==> src/rtl/fizzbuzz_encoder_if.sv <==
// fizzbuzz_encoder_if: flag inputs, token output stream and status for fizzbuzz_encoder.
interface fizzbuzz_encoder_if #(
  parameter int DEPTH   = 4,
  parameter int IDX_W   = 7,
  parameter int TALLY_W = 8
);
  logic                       in_valid;
  logic                       in_fizz;
  logic                       in_buzz;
  logic                       in_fizzbuzz;
  logic                       out_valid;
  logic                       out_ready;
  logic [1:0]                 out_code;
  logic [IDX_W-1:0]           out_idx;
  logic [$clog2(DEPTH):0]     level;
  logic                       overflow;
  logic [TALLY_W-1:0]         tally_plain;
  logic [TALLY_W-1:0]         tally_fizz;
  logic [TALLY_W-1:0]         tally_buzz;
  logic [TALLY_W-1:0]         tally_fb;
  modport master (
    output in_valid, in_fizz, in_buzz, in_fizzbuzz, out_ready,
    input  out_valid, out_code, out_idx, level, overflow,
           tally_plain, tally_fizz, tally_buzz, tally_fb
  );
  modport slave (
    input  in_valid, in_fizz, in_buzz, in_fizzbuzz, out_ready,
    output out_valid, out_code, out_idx, level, overflow,
           tally_plain, tally_fizz, tally_buzz, tally_fb
  );
endinterface

==> src/rtl/fizzbuzz_encoder.sv <==
// fizzbuzz_encoder: classifies flag cycles into indexed tokens buffered in a FIFO.
// Optional saturating class tallies are built when FIZZBUZZ_ENCODER_TALLY_EN is defined.
module fizzbuzz_encoder #(
  parameter int DEPTH   = 4,
  parameter int IDX_W   = 7,
  parameter int TALLY_W = 8
) (
  input  logic                clk,
  input  logic                reset,
  fizzbuzz_encoder_if.slave   bus
);
  localparam int AW = $clog2(DEPTH);
  localparam int LW = AW + 1;
  logic [1:0]         w_code;
  logic               w_pop;
  logic               w_push;
  logic               w_full;
  logic               w_drop;
  logic [AW-1:0]      r_wp;
  logic [AW-1:0]      r_rp;
  logic [LW-1:0]      r_level;
  logic [IDX_W-1:0]   r_seq;
  logic               r_overflow;
  logic [IDX_W+1:0]   r_mem [DEPTH];
  always_comb begin
    w_code = (bus.in_fizzbuzz || (bus.in_fizz && bus.in_buzz)) ? 2'd3 :
             bus.in_fizz ? 2'd1 : bus.in_buzz ? 2'd2 : 2'd0;
    w_full = r_level == LW'(DEPTH);
    w_pop  = (r_level != '0) && bus.out_ready;
    w_push = bus.in_valid && (!w_full || w_pop);
    w_drop = bus.in_valid && w_full && !w_pop;
  end
  always_ff @(posedge clk) begin
    if (reset) begin
      r_wp       <= '0;
      r_rp       <= '0;
      r_level    <= '0;
      r_seq      <= '0;
      r_overflow <= 1'b0;
    end else begin
      if (bus.in_valid) r_seq <= r_seq + IDX_W'(1);
      if (w_push) r_wp <= r_wp + AW'(1);
      if (w_pop) r_rp <= r_rp + AW'(1);
      if (w_push && !w_pop) r_level <= r_level + LW'(1);
      else if (w_pop && !w_push) r_level <= r_level - LW'(1);
      if (w_drop) r_overflow <= 1'b1;
    end
  end
  // Storage needs no reset; the pointers and level define what is valid.
  always_ff @(posedge clk) begin
    if (!reset && w_push) r_mem[r_wp] <= {w_code, r_seq};
  end
  assign bus.out_valid = r_level != '0;
  assign bus.out_code  = bus.out_valid ? r_mem[r_rp][IDX_W+1:IDX_W] : 2'd0;
  assign bus.out_idx   = bus.out_valid ? r_mem[r_rp][IDX_W-1:0] : '0;
  assign bus.level     = r_level;
  assign bus.overflow  = r_overflow;
`ifdef FIZZBUZZ_ENCODER_TALLY_EN
  logic [TALLY_W-1:0] r_tally [4];
  always_ff @(posedge clk) begin
    if (reset) begin
      for (int i = 0; i < 4; i++) r_tally[i] <= '0;
    end else if (bus.in_valid && r_tally[w_code] != '1) begin
      r_tally[w_code] <= r_tally[w_code] + TALLY_W'(1);
    end
  end
  assign bus.tally_plain = r_tally[0];
  assign bus.tally_fizz  = r_tally[1];
  assign bus.tally_buzz  = r_tally[2];
  assign bus.tally_fb    = r_tally[3];
`else
  assign bus.tally_plain = {TALLY_W{1'b0}};
  assign bus.tally_fizz  = {TALLY_W{1'b0}};
  assign bus.tally_buzz  = {TALLY_W{1'b0}};
  assign bus.tally_fb    = {TALLY_W{1'b0}};
`endif
endmodule

==> src/flat_wrapper.sv <==
// flat-port wrapper written by rule: the top's interface ports become plain ports
module fizzbuzz_encoder_flat 
#(
  parameter int DEPTH   = 4,
  parameter int IDX_W   = 7,
  parameter int TALLY_W = 8
)
  (clk, reset, bus_in_valid, bus_in_fizz, bus_in_buzz, bus_in_fizzbuzz, bus_out_ready, bus_out_valid, bus_out_code, bus_out_idx, bus_level, bus_overflow, bus_tally_plain, bus_tally_fizz, bus_tally_buzz, bus_tally_fb);
  fizzbuzz_encoder_if #(.DEPTH(DEPTH), .IDX_W(IDX_W), .TALLY_W(TALLY_W)) bus_i ();
  input  logic clk;
  input  logic reset;
  input wire logic [$bits(bus_i.in_valid)-1:0] bus_in_valid;
  input wire logic [$bits(bus_i.in_fizz)-1:0] bus_in_fizz;
  input wire logic [$bits(bus_i.in_buzz)-1:0] bus_in_buzz;
  input wire logic [$bits(bus_i.in_fizzbuzz)-1:0] bus_in_fizzbuzz;
  input wire logic [$bits(bus_i.out_ready)-1:0] bus_out_ready;
  output wire logic [$bits(bus_i.out_valid)-1:0] bus_out_valid;
  output wire logic [$bits(bus_i.out_code)-1:0] bus_out_code;
  output wire logic [$bits(bus_i.out_idx)-1:0] bus_out_idx;
  output wire logic [$bits(bus_i.level)-1:0] bus_level;
  output wire logic [$bits(bus_i.overflow)-1:0] bus_overflow;
  output wire logic [$bits(bus_i.tally_plain)-1:0] bus_tally_plain;
  output wire logic [$bits(bus_i.tally_fizz)-1:0] bus_tally_fizz;
  output wire logic [$bits(bus_i.tally_buzz)-1:0] bus_tally_buzz;
  output wire logic [$bits(bus_i.tally_fb)-1:0] bus_tally_fb;
  assign bus_i.in_valid = bus_in_valid;
  assign bus_i.in_fizz = bus_in_fizz;
  assign bus_i.in_buzz = bus_in_buzz;
  assign bus_i.in_fizzbuzz = bus_in_fizzbuzz;
  assign bus_i.out_ready = bus_out_ready;
  assign bus_out_valid = bus_i.out_valid;
  assign bus_out_code = bus_i.out_code;
  assign bus_out_idx = bus_i.out_idx;
  assign bus_level = bus_i.level;
  assign bus_overflow = bus_i.overflow;
  assign bus_tally_plain = bus_i.tally_plain;
  assign bus_tally_fizz = bus_i.tally_fizz;
  assign bus_tally_buzz = bus_i.tally_buzz;
  assign bus_tally_fb = bus_i.tally_fb;
  fizzbuzz_encoder #(.DEPTH(DEPTH), .IDX_W(IDX_W), .TALLY_W(TALLY_W)) u_core (.clk(clk), .reset(reset), .bus(bus_i));
endmodule
==> config.mk <==
export PLATFORM = sky130hd
export DESIGN_NAME = fizzbuzz_encoder_flat
export DESIGN_NICKNAME = d
export VERILOG_FILES = /design/src/rtl/fizzbuzz_encoder_if.sv /design/src/rtl/fizzbuzz_encoder.sv /design/src/flat_wrapper.sv
export SDC_FILE = /design/constraint.sdc
export NUM_CORES = 1
export LEC_CHECK = 0
export ABC_CLOCK_PERIOD_IN_PS = 3100
export CAP_MARGIN = 20
export CORE_MARGIN = 5
export CORE_UTILIZATION = 34
export DETAILED_ROUTE_END_ITERATION = 8
export GPL_ROUTABILITY_DRIVEN = 0
export HOLD_SLACK_MARGIN = 0.15
export PLACE_DENSITY = 0.65
export SLEW_MARGIN = 20
export SYNTH_ARGS = -nofsm -noshare
export SYNTH_HDL_FRONTEND = slang
export SYNTH_SLANG_ARGS = --single-unit
==> constraint.sdc <==
create_clock -name clk -period 3.1 [get_ports clk]
set_input_delay 0.62 -clock clk [delete_from_list [all_inputs] [get_ports clk]]
set_output_delay 0.62 -clock clk [all_outputs]
set_load 0.005 [all_outputs]
### Word level (Yosys, flattened, before mapping)

Memories as Yosys holds them, arrays and structs flattened. A register that Yosys moved wholly into a read port is not among the register bits.
Index checks and enable logic that the tools add are counted.

| operators by class | value |
|---|---|
| add/sub/neg operators | 5 |
| equality and inequality tests | 1 |
| multiplexer cells | 11 |
| reduce and logical (&&, ||, !) cells | 16 |

Operators by type and width:

| cell | number |
|---|---|
| $mux W2 | 6 |
| $logic_and A1 B1 Y1 | 8 |
| $add A7 B1 Y7 const B | 1 |
| $mux W7 | 1 |
| $mux W3 | 2 |
| $add A2 B1 Y2 const B | 2 |
| $logic_not A1 Y1 | 4 |
| $add A3 B1 Y3 const B | 1 |
| $eq A3 B3 Y1 const B | 1 |
| $reduce_bool A3 Y1 | 1 |
| $sub A3 B1 Y3 const B | 1 |
| $logic_or A1 B1 Y1 | 2 |
| $mux W1 | 2 |
| $reduce_bool A2 Y1 | 1 |

| word-level totals | value |
|---|---|
| flip-flop bits (word level) | 15 |
| bits in writable memories | 36 |
| input port bits | 7 |
| output and inout bits | 46 |
| logic and storage cells | 39 |
| memories | 1 |

Memory list:

| name | depth | width | rd ports | clocked after Yosys merged registers in | wr ports | RTL line | text |
|---|---|---|---|---|---|---|---|
| u_core.r_mem | 4 | 9 | 1 | 1 | 1 | fizzbuzz_encoder.sv:24 | `logic [IDX_W+1:0] r_mem [DEPTH];` |

### Longest topological paths before layout

| logic depth | value |
|---|---|
| depth in word-level cells | 8 |
| depth in mapped cells | 9 |
| depth with buffers taken out | 9 |

### Worst setup path before layout

Ideal clock, no wire load.

| path | value |
|---|---|
| path kind | input to register |
| start | in bus_in_valid |
| end | reg u_core.r_level[2], in the netlist u_core.bus.level[2] |
| library setup time | 0.071 ns |
| arrival | 2.034 ns |
| required time | 3.029 ns |
| path slack | 0.996 ns |
| stages | 9 |
| buffers on the path | 1 |
| cells stage by stage | clkbuf_8 > nand2b_4 > inv_4 > ha_1 > inv_1 > fa_1 > xor2_1 > or3_1 > a21oi_1 |

| between the ends | value |
|---|---|
| cells in the longest elaborated chain, start to end | 4 |
| elaborated cells between the ends (all ways) | 6 |
| those cells by class | 1 x mux; 5 x reduce/logical |

RTL lines:

| item | RTL line | text |
|---|---|---|
| start, declared | flat_wrapper.sv:12 | `input wire logic [$bits(bus_i.in_valid)-1:0] bus_in_valid;` |
| $logic_and A1 B1 Y1 (*) | fizzbuzz_encoder.sv:30 | `w_push = bus.in_valid && (!w_full \|\| w_pop);` |
| $logic_not A1 Y1 | fizzbuzz_encoder.sv:45 | `else if (w_pop && !w_push) r_level <= r_level - LW'(1);` |
| $logic_and A1 B1 Y1 | fizzbuzz_encoder.sv:45 |  |
| $reduce_bool A2 Y1 (no source line) | -- |  |
| end signal, assigned | fizzbuzz_encoder.sv:44 | `if (w_push && !w_pop) r_level <= r_level + LW'(1);` |
| end signal, assigned | fizzbuzz_encoder.sv:45 |  |
| end, declared | fizzbuzz_encoder.sv:21 | `logic [LW-1:0] r_level;` |

Every way passes the cells marked *; elsewhere a longest branch is shown, timed or not.
A chain may end at the register's enable or synchronous reset.

==> out/results.tsv <==
metric	value	unit
Area contributors post-synth	edfxtp_1 45%, dfxtp_1 14%, buf_4 9.9%	
DR vias/cell	4.15	
Antenna Cells	0	
register area	1420	µm²
CTS sink count	53	
sw frac	0.283	
TritonRoute pass-1 iters	4	
part of the power in the clock network	0.198	
Area Overhead vs Synth	12.8	%
Synth Instances	177	
uppermost routed layer	met4	
vias in the first global route	1136	
post-CTS sizing	0	
Initial Util	0.353	
Final Max Tran Viols	0	
sequential share of the synthesized area	0.586	
Setup Buffers After CTS	0	
Pwr per Cell Area	686	nW/µm²
Setup violations, final	0	
area of the multi-input gates	826	µm²
Die W	94.5	µm
Syn Area/Cell	13.7	µm²
area leader, netlist	edfxtp_1	
clk root buf	clkbuf_8	
routed length on met1	1630	µm
Routed Antenna Nets	0	
fin util	0.398	
Hold WC Path Type	register to register	
Req. time, crit path	2.48	ns
num ports	53	
Pint	1350	µW
Yosys Warn Count	0	
cell row count	30	
Yosys reg bits	53	
initial DRC count	66	
outcome	finished clean	
part of the power in registers	0.467	
Met2 Routed Length	1900	µm
Vert. Die Dim	94.5	µm
IO buf count	20	
CTS tree	done	
Post-CTS Hold Fix Bufs	0	
drt wl/cell	12.8	µm
logic gate share of total power	0.335	
final hold viol count	0	
Global Route Usage Sum	0.0855	
setup_tns	0	ns
most frequent cells in the layout	36 x edfxtp_1, 32 x conb_1, 20 x clkdlybuf4s50_1	
post-DP HPWL	2710	µm
WP data arrival	1.94	ns
Period minus WS final	2.56	ns
Max Clock Skew	0.00980	ns
most common cell after layout, fill and taps aside	edfxtp_1	
GR Overflow Total	0	
period utilization	0.824	
achievable frequency	0.391	GHz
post-synth top area share	0.446	
DRC Markers	0	
clk_lat worst skew	0.30	ns
Max Cap Viol	0	
P_sw	531	µW
CP Class	register to primary output	
Post-Route WL	3870	µm
die area	8920	µm²
Fillers	654	
synth unique cells	31	
Pleak	0.000985	µW
DR WL met3	275	µm
Startpoint Class	register	
CTS clk-pin slew, worst paths	0.09	ns
r2r worst-path depth	7	
synthesized cell area	2430	µm²
peak supply drop	0.000409	V
Nets	219	
unrepaired setup endpoints after global routing	false	
CTS max path bufs	2	
hold path depth	2	
crit path capture type	primary output	
crit-path max FO	9	
total CTS buffers	5	
first-pass GRT wire length	5690	µm
initial antenna violation count	0	
H-tree levels	2	
pin count of the biggest net entering global routing	17	
ratio of cells with drive above 1 in the final layout	0.146	
via count	1253	
core footprint	6870	µm²
==> critical path: stages, from the launching register on <==
cell	delay, ns
dfxtp_1	0.32
buf_4	0.22
mux4_2	0.51
nor2b_1	0.15
clkdlybuf4s50_1	0.44
==> flip-flops by register name, summed over array words and instances (netlist names), named ones only <==
signal and flops:
u_core.bus.level 3, u_core.bus.overflow 1, u_core.r_wp 2, u_core.r_seq 7, u_core.r_mem 36, u_core.r_rp 2
==> power groups by stage <==
stage                     clock network (µW)  logic [µW]  registers (µW)
final                                    371         629             876
after detailed placement                   0         641             894
after global routing                     421         688             887
after CTS                                384         643             878
after floorplan                            0         386             875
after global placement                     0         635             891
==> through the flow <==
step	total power (µW)	cells	hold WS, ns	area [µm²]	setup WS [ns]
2_1_floorplan	1260	208	0.459	2540	0.996
4_1_cts	1910	302	0.488	2740	0.499
3_5_place_dp	1540	294	0.478	2650	0.367
6_report	1880	302	0.487	2740	0.544
3_3_place_gp	1530	294	0.473	2650	0.406
5_1_grt	2000	302	0.547	2740	0.425
==> cell usage after synthesis <==
cell and number:
mux4_2 9, edfxtp_1 36, o31ai_1 1, dfxtp_1 17
nand2_1 3, nor2_1 12, mux2_4 1, buf_4 32
clkbuf_8 1, nand4_1 2, clkbuf_1 4, nand2b_4 1
fa_1 1, or3_1 4, xnor2_1 1, xor2_1 6
ha_1 6, inv_4 1, nand2b_1 2, or2_2 2
nor3b_1 4, mux2i_1 3, o21ai_0 4, nand3_1 2
conb_1 1, nor4b_2 1, buf_2 1, inv_1 4
a21oi_1 5, nor3_1 1, nor2b_1 9
==> cell families after synthesis <==
family / after synthesis / share of synthesized area
adders and majority gates: 7 / 0.0392
muxes: 13 / 0.102
other: 1 / 0.00155
buffers and inverters: 43 / 0.122
DFF: 53 / 0.586
and+or+nand+nor: 43 / 0.103
xor gates and xnor gates: 7 / 0.0253
AOI/OAI and AO/OA: 10 / 0.0217
==> cell type report <==
| class | count | share of cell area |
|---|---|---|
| clock buffer | 6 | 0.0265 |
| clock inverter | 2 | 0.00549 |
| inverter | 5 | 0.00777 |
| multi-input combinational | 112 | 0.302 |
| sequential | 53 | 0.519 |
| tap | 96 | 0.0439 |
| timing repair buffer | 28 | 0.0951 |
==> worst paths after layout <==
check | start | to | slack, ns
worst max-delay path | register | bus_out_idx[2] | 0.54
worst min-delay path | u_core.r_rp[1]$_SDFFE_PP0N_ | register | 0.49
worst max register to register | u_core.bus.level[0]$_SDFFE_PP0P_ | u_core.bus.level[2]$_SDFFE_PP0P_ | 0.94
worst min register to register | u_core.r_rp[1]$_SDFFE_PP0N_ | register | 0.49
==> layer usage <==
metal	vias to the layer above	global-route usage
met2	43	0.142
met1	595	0.103
li1	609	-
met5	-	0
met3	6	0.0255
met4	0	0.0361
Note: power is estimated with default switching activity, not from simulation.
